### config.mk
export PLATFORM = sky130hd
export DESIGN_NAME = au_cmp6_uns_ser_flat
export DESIGN_NICKNAME = d
export VERILOG_FILES = /design/src/rtl/au_cmp6_uns_ser_pkg.sv /design/src/rtl/au_cmp6_uns_ser_if.sv /design/src/rtl/au_cmp6_uns.sv /design/src/rtl/au_cmp6_uns_ser.sv /design/src/flat_wrapper.sv
export SDC_FILE = /design/constraint.sdc
export NUM_CORES = 1
export LEC_CHECK = 0
export BUFFER_PORTS_ARGS = -buffer_cell sky130_fd_sc_hd__clkbuf_2
export CAP_MARGIN = 20
export CORE_ASPECT_RATIO = 0.7
export CORE_MARGIN = 2
export CORE_UTILIZATION = 50
export DETAILED_ROUTE_END_ITERATION = 8
export GPL_TIMING_DRIVEN = 0
export MAX_ROUTING_LAYER = met4
export PLACE_DENSITY = 0.75
export SLEW_MARGIN = 20
export SYNTH_ARGS = -nofsm -noshare
export SYNTH_HDL_FRONTEND = slang
export SYNTH_HIERARCHICAL = 1
export SYNTH_SLANG_ARGS = --single-unit
### constraint.sdc
create_clock -name clk -period 2.1 [get_ports clk]
set_input_delay 0.42 -clock clk [delete_from_list [all_inputs] [get_ports clk]]
set_output_delay 0.42 -clock clk [all_outputs]
set_load 0.005 [all_outputs]
### src/rtl/au_cmp6_uns_ser_pkg.sv
// Shared types and sizing helpers for the digit-serial unsigned comparator.
package au_cmp6_uns_ser_pkg;

  typedef enum logic [1:0] {
    S_IDLE = 2'd0,
    S_RUN  = 2'd1,
    S_DONE = 2'd2
  } state_t;

  typedef struct packed {
    logic lt;
    logic gt;
    logic eq;
    logic le;
    logic ge;
    logic ne;
  } flags_t;

  localparam flags_t FLAGS_RST = 6'b000000;
  localparam flags_t FLAGS_EQ  = 6'b001110;

  function automatic int calc_ndig(input int width, input int digit);
    return (width + digit - 1) / digit;
  endfunction

  function automatic int calc_cnt_w(input int ndig);
    return (ndig <= 1) ? 1 : $clog2(ndig);
  endfunction

endpackage

### src/rtl/au_cmp6_uns_ser_if.sv
// Operand/result handshake bundle for the digit-serial comparator.
interface au_cmp6_uns_ser_if #(
  parameter int WIDTH = 8
);
  logic             in_valid;
  logic             in_ready;
  logic [WIDTH-1:0] a;
  logic [WIDTH-1:0] b;
  logic             out_valid;
  logic             out_ready;
  logic             lt;
  logic             gt;
  logic             eq;
  logic             le;
  logic             ge;
  logic             ne;
  logic             busy;

  modport master (
    output in_valid, a, b, out_ready,
    input  in_ready, out_valid, lt, gt, eq, le, ge, ne, busy
  );

  modport slave (
    input  in_valid, a, b, out_ready,
    output in_ready, out_valid, lt, gt, eq, le, ge, ne, busy
  );
endinterface

### src/rtl/au_cmp6_uns.sv
// Combinational six-output unsigned comparator; ARCH picks the lt/eq structure.
module au_cmp6_uns #(
  parameter int WIDTH = 8,
  parameter int ARCH  = 0
) (
  input  logic [WIDTH-1:0] a,
  input  logic [WIDTH-1:0] b,
  output logic             lt,
  output logic             gt,
  output logic             eq,
  output logic             le,
  output logic             ge,
  output logic             ne
);
  logic w_lt;
  logic w_eq;

  generate
    if (ARCH == 1) begin : g_ripple
      // LSB-up scan: a higher differing bit overrides any lower decision.
      always_comb begin
        w_lt = 1'b0;
        w_eq = 1'b1;
        for (int i = 0; i < WIDTH; i++) begin
          if (a[i] != b[i]) begin
            w_lt = b[i];
            w_eq = 1'b0;
          end
        end
      end
    end else if (ARCH == 2) begin : g_sub
      logic [WIDTH:0] w_diff;
      assign w_diff = {1'b0, a} - {1'b0, b};
      assign w_lt   = w_diff[WIDTH];
      assign w_eq   = (w_diff[WIDTH-1:0] == '0);
    end else begin : g_rel
      assign w_lt = (a < b);
      assign w_eq = (a == b);
    end
  endgenerate

  assign lt = w_lt;
  assign eq = w_eq;
  assign gt = ~w_lt & ~w_eq;
  assign le = w_lt | w_eq;
  assign ge = ~w_lt;
  assign ne = ~w_eq;
endmodule

### src/rtl/au_cmp6_uns_ser.sv
// Digit-serial unsigned comparator: scans MSB digit first, stops at first difference.
module au_cmp6_uns_ser
  import au_cmp6_uns_ser_pkg::*;
#(
  parameter int WIDTH = 8,
  parameter int DIGIT = 1,
  parameter int ARCH  = 0
) (
  input logic               clk,
  input logic               rst_n,
  au_cmp6_uns_ser_if.slave  bus
);
  localparam int NDIG  = calc_ndig(WIDTH, DIGIT);
  localparam int EXT_W = NDIG * DIGIT;
  localparam int CNT_W = calc_cnt_w(NDIG);

  state_t             r_state;
  state_t             w_state_nxt;
  logic [EXT_W-1:0]   r_a;
  logic [EXT_W-1:0]   r_b;
  logic [CNT_W-1:0]   r_cnt;
  flags_t             r_flags;
  flags_t             w_slice;
  logic               w_load;
  logic               w_shift;
  logic               w_done_diff;
  logic               w_done_eq;
  logic               w_sl_lt, w_sl_gt, w_sl_eq, w_sl_le, w_sl_ge, w_sl_ne;

  au_cmp6_uns #(
    .WIDTH (DIGIT),
    .ARCH  (ARCH)
  ) u_digit (
    .a  (r_a[EXT_W-1 -: DIGIT]),
    .b  (r_b[EXT_W-1 -: DIGIT]),
    .lt (w_sl_lt),
    .gt (w_sl_gt),
    .eq (w_sl_eq),
    .le (w_sl_le),
    .ge (w_sl_ge),
    .ne (w_sl_ne)
  );

  assign w_slice = '{lt: w_sl_lt, gt: w_sl_gt, eq: w_sl_eq,
                     le: w_sl_le, ge: w_sl_ge, ne: w_sl_ne};

  always_comb begin
    w_state_nxt = r_state;
    w_load      = 1'b0;
    w_shift     = 1'b0;
    w_done_diff = 1'b0;
    w_done_eq   = 1'b0;
    case (r_state)
      S_IDLE: begin
        if (bus.in_valid) begin
          w_load      = 1'b1;
          w_state_nxt = S_RUN;
        end
      end
      S_RUN: begin
        if (!w_sl_eq) begin
          w_done_diff = 1'b1;
          w_state_nxt = S_DONE;
        end else if (r_cnt == '0) begin
          w_done_eq   = 1'b1;
          w_state_nxt = S_DONE;
        end else begin
          w_shift     = 1'b1;
        end
      end
      S_DONE: begin
        if (bus.out_ready) w_state_nxt = S_IDLE;
      end
      default: w_state_nxt = S_IDLE;
    endcase
  end

  always_ff @(posedge clk or negedge rst_n) begin
    if (!rst_n) begin
      r_state <= S_IDLE;
      r_cnt   <= '0;
      r_flags <= FLAGS_RST;
    end else begin
      r_state <= w_state_nxt;
      if (w_load)       r_cnt <= CNT_W'(NDIG - 1);
      else if (w_shift) r_cnt <= r_cnt - CNT_W'(1);
      // Flags persist after DONE until the next result overwrites them.
      if (w_done_diff)    r_flags <= w_slice;
      else if (w_done_eq) r_flags <= FLAGS_EQ;
    end
  end

  // Operand shift registers: pure data, zero-extended at the MSB on capture.
  always_ff @(posedge clk) begin
    if (w_load) begin
      r_a <= EXT_W'(bus.a);
      r_b <= EXT_W'(bus.b);
    end else if (w_shift) begin
      r_a <= r_a << DIGIT;
      r_b <= r_b << DIGIT;
    end
  end

  assign bus.in_ready  = (r_state == S_IDLE);
  assign bus.out_valid = (r_state == S_DONE);
  assign bus.busy      = (r_state != S_IDLE);
  assign bus.lt        = r_flags.lt;
  assign bus.gt        = r_flags.gt;
  assign bus.eq        = r_flags.eq;
  assign bus.le        = r_flags.le;
  assign bus.ge        = r_flags.ge;
  assign bus.ne        = r_flags.ne;
endmodule

### src/flat_wrapper.sv
// flat-port wrapper written by rule: the top's interface ports become plain ports
module au_cmp6_uns_ser_flat import au_cmp6_uns_ser_pkg::*;
#(
  parameter int WIDTH = 8,
  parameter int DIGIT = 1,
  parameter int ARCH  = 0
)
  (clk, rst_n, bus_in_valid, bus_a, bus_b, bus_out_ready, bus_in_ready, bus_out_valid, bus_lt, bus_gt, bus_eq, bus_le, bus_ge, bus_ne, bus_busy);
  au_cmp6_uns_ser_if #(.WIDTH(WIDTH)) bus_i ();
  input logic clk;
  input logic rst_n;
  input wire logic [$bits(bus_i.in_valid)-1:0] bus_in_valid;
  input wire logic [$bits(bus_i.a)-1:0] bus_a;
  input wire logic [$bits(bus_i.b)-1:0] bus_b;
  input wire logic [$bits(bus_i.out_ready)-1:0] bus_out_ready;
  output wire logic [$bits(bus_i.in_ready)-1:0] bus_in_ready;
  output wire logic [$bits(bus_i.out_valid)-1:0] bus_out_valid;
  output wire logic [$bits(bus_i.lt)-1:0] bus_lt;
  output wire logic [$bits(bus_i.gt)-1:0] bus_gt;
  output wire logic [$bits(bus_i.eq)-1:0] bus_eq;
  output wire logic [$bits(bus_i.le)-1:0] bus_le;
  output wire logic [$bits(bus_i.ge)-1:0] bus_ge;
  output wire logic [$bits(bus_i.ne)-1:0] bus_ne;
  output wire logic [$bits(bus_i.busy)-1:0] bus_busy;
  assign bus_i.in_valid = bus_in_valid;
  assign bus_i.a = bus_a;
  assign bus_i.b = bus_b;
  assign bus_i.out_ready = bus_out_ready;
  assign bus_in_ready = bus_i.in_ready;
  assign bus_out_valid = bus_i.out_valid;
  assign bus_lt = bus_i.lt;
  assign bus_gt = bus_i.gt;
  assign bus_eq = bus_i.eq;
  assign bus_le = bus_i.le;
  assign bus_ge = bus_i.ge;
  assign bus_ne = bus_i.ne;
  assign bus_busy = bus_i.busy;
  au_cmp6_uns_ser #(.WIDTH(WIDTH), .DIGIT(DIGIT), .ARCH(ARCH)) u_core (.clk(clk), .rst_n(rst_n), .bus(bus_i));
endmodule
==> results.sh, run 1 <==
export IMPL_register_area_um2=756
export IMPL_tns_ns=0
export IMPL_crit_chain="inv_1, ha_1, nand3_1, nand2b_2"
export IMPL_worst_r2r_startpoint="u_core/r_a[7]"
export IMPL_layout_common_cells="28 x clkbuf_2, 16 x edfxtp_1, 14 x mux2_2, 11 x dfrtp_1, 10 x inv_1"
export IMPL_finalCriticalPeriod_ns=1.77
export IMPL_ys_seq_elements=27
export IMPL_die_area_mm2=0.00297
export IMPL_cp_endpoint="u_core/r_a[5]"
export IMPL_antenna_found_initial=0
export IMPL_post_route_period_util_pct=84.1
export IMPL_hold_viol_final=0
export IMPL_power_density_mw_per_mm2=1360
export IMPL_vdd_drop_max_uv=579
export IMPL_clk_latency_ns=0.32
export IMPL_ys_types=23
export IMPL_rows=15
export IMPL_firstDrtPassIters=4
export IMPL_place_hpwl_mm=1.58
export IMPL_start_util_pct=52.1
export IMPL_numCtsBuffers=3
export IMPL_drv_slew=0
export IMPL_slew_headroom_pct=73.2
export IMPL_status="finished, final reports clean"
export IMPL_syn_avg_cell_area_um2=13.7
export IMPL_cp_arrival_ns=1.76
export IMPL_ff2ff_setup_slack_ns=0.33
export IMPL_post_drt_wl_per_cell_um=13.1
export IMPL_p_leak_uw=0.000677
export IMPL_utilization_pct=61.2
export IMPL_critical_path_class="flip-flop to flip-flop"
export IMPL_worst_pin_slew_ns=0.402
export IMPL_tritoncts="done"
export IMPL_clk_path_buf_depth=2
export IMPL_crit_slowest_cell="edfxtp_1"
export IMPL_ys_warn_count=6
export IMPL_timing_rr_end="u_core/r_a[5]"
export IMPL_netlist_instances=93
export IMPL_rsz0062_at_grt="false"
export IMPL_fin_nets=153
export IMPL_root_buffer="clkbuf_4"
export IMPL_portBuffers=28
export IMPL_cts_sinks=27
export IMPL_core_area_mm2=0.00244
export IMPL_die_x_um=64.3
export IMPL_startpoint="u_core/r_a[7]"
export IMPL_crit_path_start_kind="flip-flop"
export IMPL_clk_pin_slew_ns=0.13
export IMPL_antenna_left=0
export IMPL_pre_cts_ws_ns=0.0971
export IMPL_place_congestion=0.786
export IMPL_postCtsSetupRepairBufs=0
export IMPL_maxCapViolCount=0
export IMPL_io_pins=29
export IMPL_antenna_cells=0
export IMPL_routed_wirelength_mm=2.10
export IMPL_dr_total_vias=792
export IMPL_grt_pass1_wl_mm=3.21
export IMPL_crit_path_end_kind="flip-flop"
export IMPL_slowest_delay_ns=0.41
export IMPL_final_setup_skew_ns=0.00294
export IMPL_cts_htree_levels=1
export IMPL_final_common_cell="clkbuf_2"
export IMPL_first_global_vias=738
export IMPL_drt_iter0_drc=23
export IMPL_drc=0
export IMPL_drive_above_1_share_pct=40.5
export IMPL_synthesis_nets=119
export IMPL_die_y_um=46.2
export IMPL_reg2regPathDepth=4
export IMPL_setup_viol=0
export IMPL_max_freq_ghz=0.566
export IMPL_grt_start_max_net_pins=17
export IMPL_hp_class="input port to flip-flop"
export IMPL_grt_total_usage_pct=15.7
export IMPL_multi_input_area_um2=458
export IMPL_syn2layout_area_growth_pct=17.4
export IMPL_grt_overflow=0
export IMPL_synth_seq_area_share_pct=59.4
export IMPL_crit_fanout=16
export IMPL_worstPathRequired_ns=2.10
export IMPL_fin_ws_ns=0.334
export IMPL_fillers=203
export IMPL_vias_per_cell=4.95
export IMPL_syn_area_mm2=0.00127
logic make-up (layout without fill, tap and decap cells):
| kind of cell | after synthesis | count (layout) | synth area share [%] |
|---|---|---|---|
| flops | 27 | 27 | 59.4 |
| buf+inv | 12 | 45 | 4.72 |
| fa+ha+maj | 6 | 6 | 5.91 |
| compound gates | 11 | 11 | 6.30 |
| mux | 16 | 16 | 14.0 |
| simple gates | 21 | 21 | 9.65 |
timing repair:
item | 4_1_cts | 5_1_grt
gates resized for setup | 0 | 1
hold endpoints to repair | 11 | 0
setup endpoints to repair | 0 | 16
hold buffers | 1 | 0
state kept, by name, summed over array words and instances, names as in the netlist:
signal and flops:
u_core/bus.le 1, u_core/bus.ne 1, u_core/bus.eq 1, u_core/r_a 8, u_core/r_cnt 3, u_core/r_b 8
u_core/bus.ge 1, u_core/bus.lt 1, u_core/bus.gt 1, u_core/r_state 2
how the worst min path moves through the flow:
| stage | startpoint | end | slack (ns) | cells after the start |
|---|---|---|---|---|
| detailed placement | rst_n | u_core/r_state[1] | 0.31 | 1 |
| CTS | bus_out_ready | u_core/r_state[1] | 0.28 | 2 |
| floorplan | rst_n | u_core/bus.eq | 0.12 | 0 |
| finish | bus_out_ready | u_core/r_state[1] | 0.29 | 2 |
| global placement | rst_n | u_core/r_state[1] | 0.30 | 1 |
| global route | bus_out_ready | u_core/r_state[1] | 0.29 | 2 |
power by group:
| group | switching [uW] | internal, uW | leakage [uW] | total (uW) |
|---|---|---|---|---|
| registers | 114 | 895 | 0.000282 | 1010 |
| clock network | 145 | 74.5 | 0.0000150 | 219 |
| logic | 418 | 387 | 0.000381 | 806 |
critical path: cells and delay by family (launching register included):
kind	cells	cell delay, ns
buf+inv	1	0.08
fa+ha+maj	1	0.39
flops	1	0.41
simple gates	2	0.57
final cells by class:
class                      instances  area share, %
sequential                        27           50.6
multi-input combinational         54           30.7
timing repair buffer              29           10.1
tap                               34           2.85
inverter                          10           2.51
clock buffer                       4           1.76
buffer                             2           1.51
synth_stat cells:
cell	number	area, um^2
mux2_2	14	158
nand3_1	1	5.00
nor2b_1	1	6.26
and2b_4	1	10.0
edfxtp_1	16	480
o21ai_2	1	8.76
inv_1	10	37.5
o21ai_0	2	10.0
nand4_1	2	12.5
nor2_1	6	22.5
dfrtp_1	11	275
o211ai_1	1	7.51
nor3b_2	1	12.5
ha_1	6	75.1
mux2i_1	2	20.0
and3_1	1	6.26
a22o_1	3	26.3
nand2b_1	5	31.3
o22a_1	2	17.5
a21oi_1	2	10.0
and2_1	2	12.5
buf_6	2	22.5
nand2_1	1	3.75
per-layer routing:
layer | vias up | part of all wire [%] | track usage (%) | wire length (um)
li1 | 393 | - | - | -
met4 | 0 | 1.8 | 9.36 | 37
met5 | - | 0 | - | 0
met3 | 5 | 5.5 | 4.65 | 116
met1 | 368 | 45 | 17.3 | 944
met2 | 26 | 48 | 26.3 | 1000
per-stage QoR:
step	hold WS [ns]	area [um^2]	cells	power, uW
finish	0.285	1490	160	2030
global route	0.290	1490	160	2170
CTS	0.277	1490	160	2050
detailed placement	0.312	1450	155	1830
global placement	0.304	1450	155	1780
floorplan	0.124	1270	93	1590
Power figures use the tool's default switching activity.
==> inputs of run 2 (changes only) <==
--- a/config.mk
+++ b/config.mk
@@ -9,11 +9,11 @@
 export CAP_MARGIN = 20
 export CORE_ASPECT_RATIO = 0.7
 export CORE_MARGIN = 2
-export CORE_UTILIZATION = 50
+export CORE_UTILIZATION = 47
 export DETAILED_ROUTE_END_ITERATION = 8
 export GPL_TIMING_DRIVEN = 0
 export MAX_ROUTING_LAYER = met4
-export PLACE_DENSITY = 0.75
+export PLACE_DENSITY = 0.74
 export SLEW_MARGIN = 20
 export SYNTH_ARGS = -nofsm -noshare
 export SYNTH_HDL_FRONTEND = slang
==> constraint.sdc (replaced) <==
create_clock -name clk -period 1.5 [get_ports clk]
set_input_delay 0.3 -clock clk [delete_from_list [all_inputs] [get_ports clk]]
set_output_delay 0.3 -clock clk [all_outputs]
set_load 0.005 [all_outputs]
==> results.sh, run 2 (synthesis gave the netlist of run 1 again) <==
export IMPL_place_hpwl_mm=1.48
export IMPL_final_common_cell="clkbuf_2"
export IMPL_drv_slew=0
export IMPL_worst_pin_slew_ns=0.271
export IMPL_hp_class="input port to flip-flop"
export IMPL_die_area_mm2=0.00314
export IMPL_routed_wirelength_mm=2.15
export IMPL_grt_pass1_wl_mm=3.42
export IMPL_vias_per_cell=5.02
export IMPL_place_congestion=0.785
export IMPL_cp_arrival_ns=1.53
export IMPL_finalCriticalPeriod_ns=1.50
export IMPL_fin_nets=158
export IMPL_clk_latency_ns=0.27
export IMPL_dr_total_vias=829
export IMPL_slew_headroom_pct=82.0
export IMPL_status="finished with violations"
export IMPL_fin_ws_ns=-0.00480
export IMPL_dp_cells=155
export IMPL_syn2layout_area_growth_pct=29.8
export IMPL_fin_cells=165
export IMPL_cts_sinks=27
export IMPL_drt_iter0_drc=38
export IMPL_layout_common_cells="28 x clkbuf_2, 16 x edfxtp_1, 10 x inv_1, 9 x dfrtp_1, 8 x mux2_4"
export IMPL_drc=0
export IMPL_crit_fanout=6
export IMPL_crit_path_start_kind="flip-flop"
export IMPL_rsz0062_at_grt="true"
export IMPL_fin_area_mm2=0.00165
export IMPL_dpl_cell_area_mm2=0.00146
export IMPL_antenna_found_initial=0
export IMPL_p_leak_uw=0.000762
export IMPL_die_x_um=66.2
export IMPL_start_util_pct=50.5
export IMPL_grt_total_usage_pct=15.3
export IMPL_failed_checks="negative setup slack"
export IMPL_rows=15
export IMPL_worst_r2r_startpoint="u_core/r_state[1]"
export IMPL_antenna_cells=0
export IMPL_grt_overflow=0
export IMPL_utilization_pct=65.6
export IMPL_portBuffers=28
export IMPL_setup_viol=3
export IMPL_clk_path_buf_depth=2
export IMPL_critical_path_class="flip-flop to flip-flop"
export IMPL_maxCapViolCount=0
export IMPL_hp_start="bus_out_ready"
export IMPL_drive_above_1_share_pct=47.3
export IMPL_io_pins=29
export IMPL_cts_htree_levels=1
export IMPL_holdPathStages=2
export IMPL_final_setup_skew_ns=0.00370
export IMPL_antenna_left=0
export IMPL_core_area_mm2=0.00251
export IMPL_fillers=199
export IMPL_die_y_um=47.5
export IMPL_startpoint="u_core/r_state[1]"
export IMPL_first_global_vias=794
export IMPL_post_route_period_util_pct=100
export IMPL_root_buffer="clkbuf_8"
export IMPL_firstDrtPassIters=4
export IMPL_tritoncts="done"
export IMPL_numCtsBuffers=3
export IMPL_power_density_mw_per_mm2=1990
export IMPL_post_drt_wl_per_cell_um=13.0
export IMPL_max_freq_ghz=0.665
export IMPL_worstPathRequired_ns=1.52
export IMPL_clk_pin_slew_ns=0.08
export IMPL_fin_hold_ws_ns=0.229
export IMPL_hold_viol_final=0
export IMPL_grt_start_max_net_pins=15
export IMPL_reg2regPathDepth=3
export IMPL_crit_path_end_kind="flip-flop"
export IMPL_vdd_drop_max_uv=995
export IMPL_top_regs="u_core/r_a (8), u_core/r_b (8), u_core/r_cnt (3)"
-- run 2: per-stage QoR --
step	total power, uW	setup slack (ns)	setup TNS, ns
6_report	3280	-0.00480	-0.0105
5_1_grt	3500	-0.0380	-0.372
4_1_cts	3180	0.00473	0
3_5_place_dp	2560	-0.154	-2.47
3_3_place_gp	2510	-0.122	-2.09
2_1_floorplan	2240	0.0261	0
-- run 2: cell type report --
type / count / area [um^2] / share of cell area, %
Sequential cell: 27 / 758 / 45.9
Clock buffer: 4 / 45.0 / 2.73
Tap cell: 34 / 42.5 / 2.58
Inverter: 10 / 37.5 / 2.27
Timing Repair Buffer: 33 / 196 / 11.9
Buffer: 2 / 22.5 / 1.36
Multi-Input combinational cell: 55 / 548 / 33.2
-- run 2: path summary, 6_finish.rpt --
check	endpoint	slack, ns
max in group asynchronous	u_core/r_state[0]	0.84
min in group asynchronous	u_core/r_cnt[1]	0.43
min reg2reg	u_core/r_cnt[0]	0.49
max	u_core/r_b[2]	-0.005
max reg2reg	u_core/r_b[2]	-0.005
min	u_core/r_state[1]	0.23
-- run 2: worst max-delay path, cell delays in order, from the launching register on --
cell and delay (ns):
dfrtp_2 0.46, nor3b_4 0.29, buf_6 0.18, mux2_2 0.33
-- run 2: metal layers --
layer  part of all wire, %  up-vias  global-route usage, %
li1                      -      408                      -
met1                    46      397                   18.3
met2                    47       22                   25.0
met3                   5.7        2                   5.18
met4                  0.56        0                   4.90
met5                     0        -                      -
-- run 2: repair_timing --
item | in CTS | in global routing
endpoints found under the hold margin | 11 | 0
cloned | 2 | 0
setup buffers | 3 | 0
hold buffers | 1 | 0
pin swaps | 1 | 1
gates resized for setup | 9 | 11
setup endpoints to repair | 28 | 35
-- run 2: power breakdown --
group / internal (uW) / leakage [uW] / total, uW / switching (uW)
registers: 1260 / 0.000279 / 1420 / 166
logic: 787 / 0.000461 / 1460 / 677
clock network: 190 / 0.0000228 / 395 / 206
total: 2240 / 0.000762 / 3280 / 1050
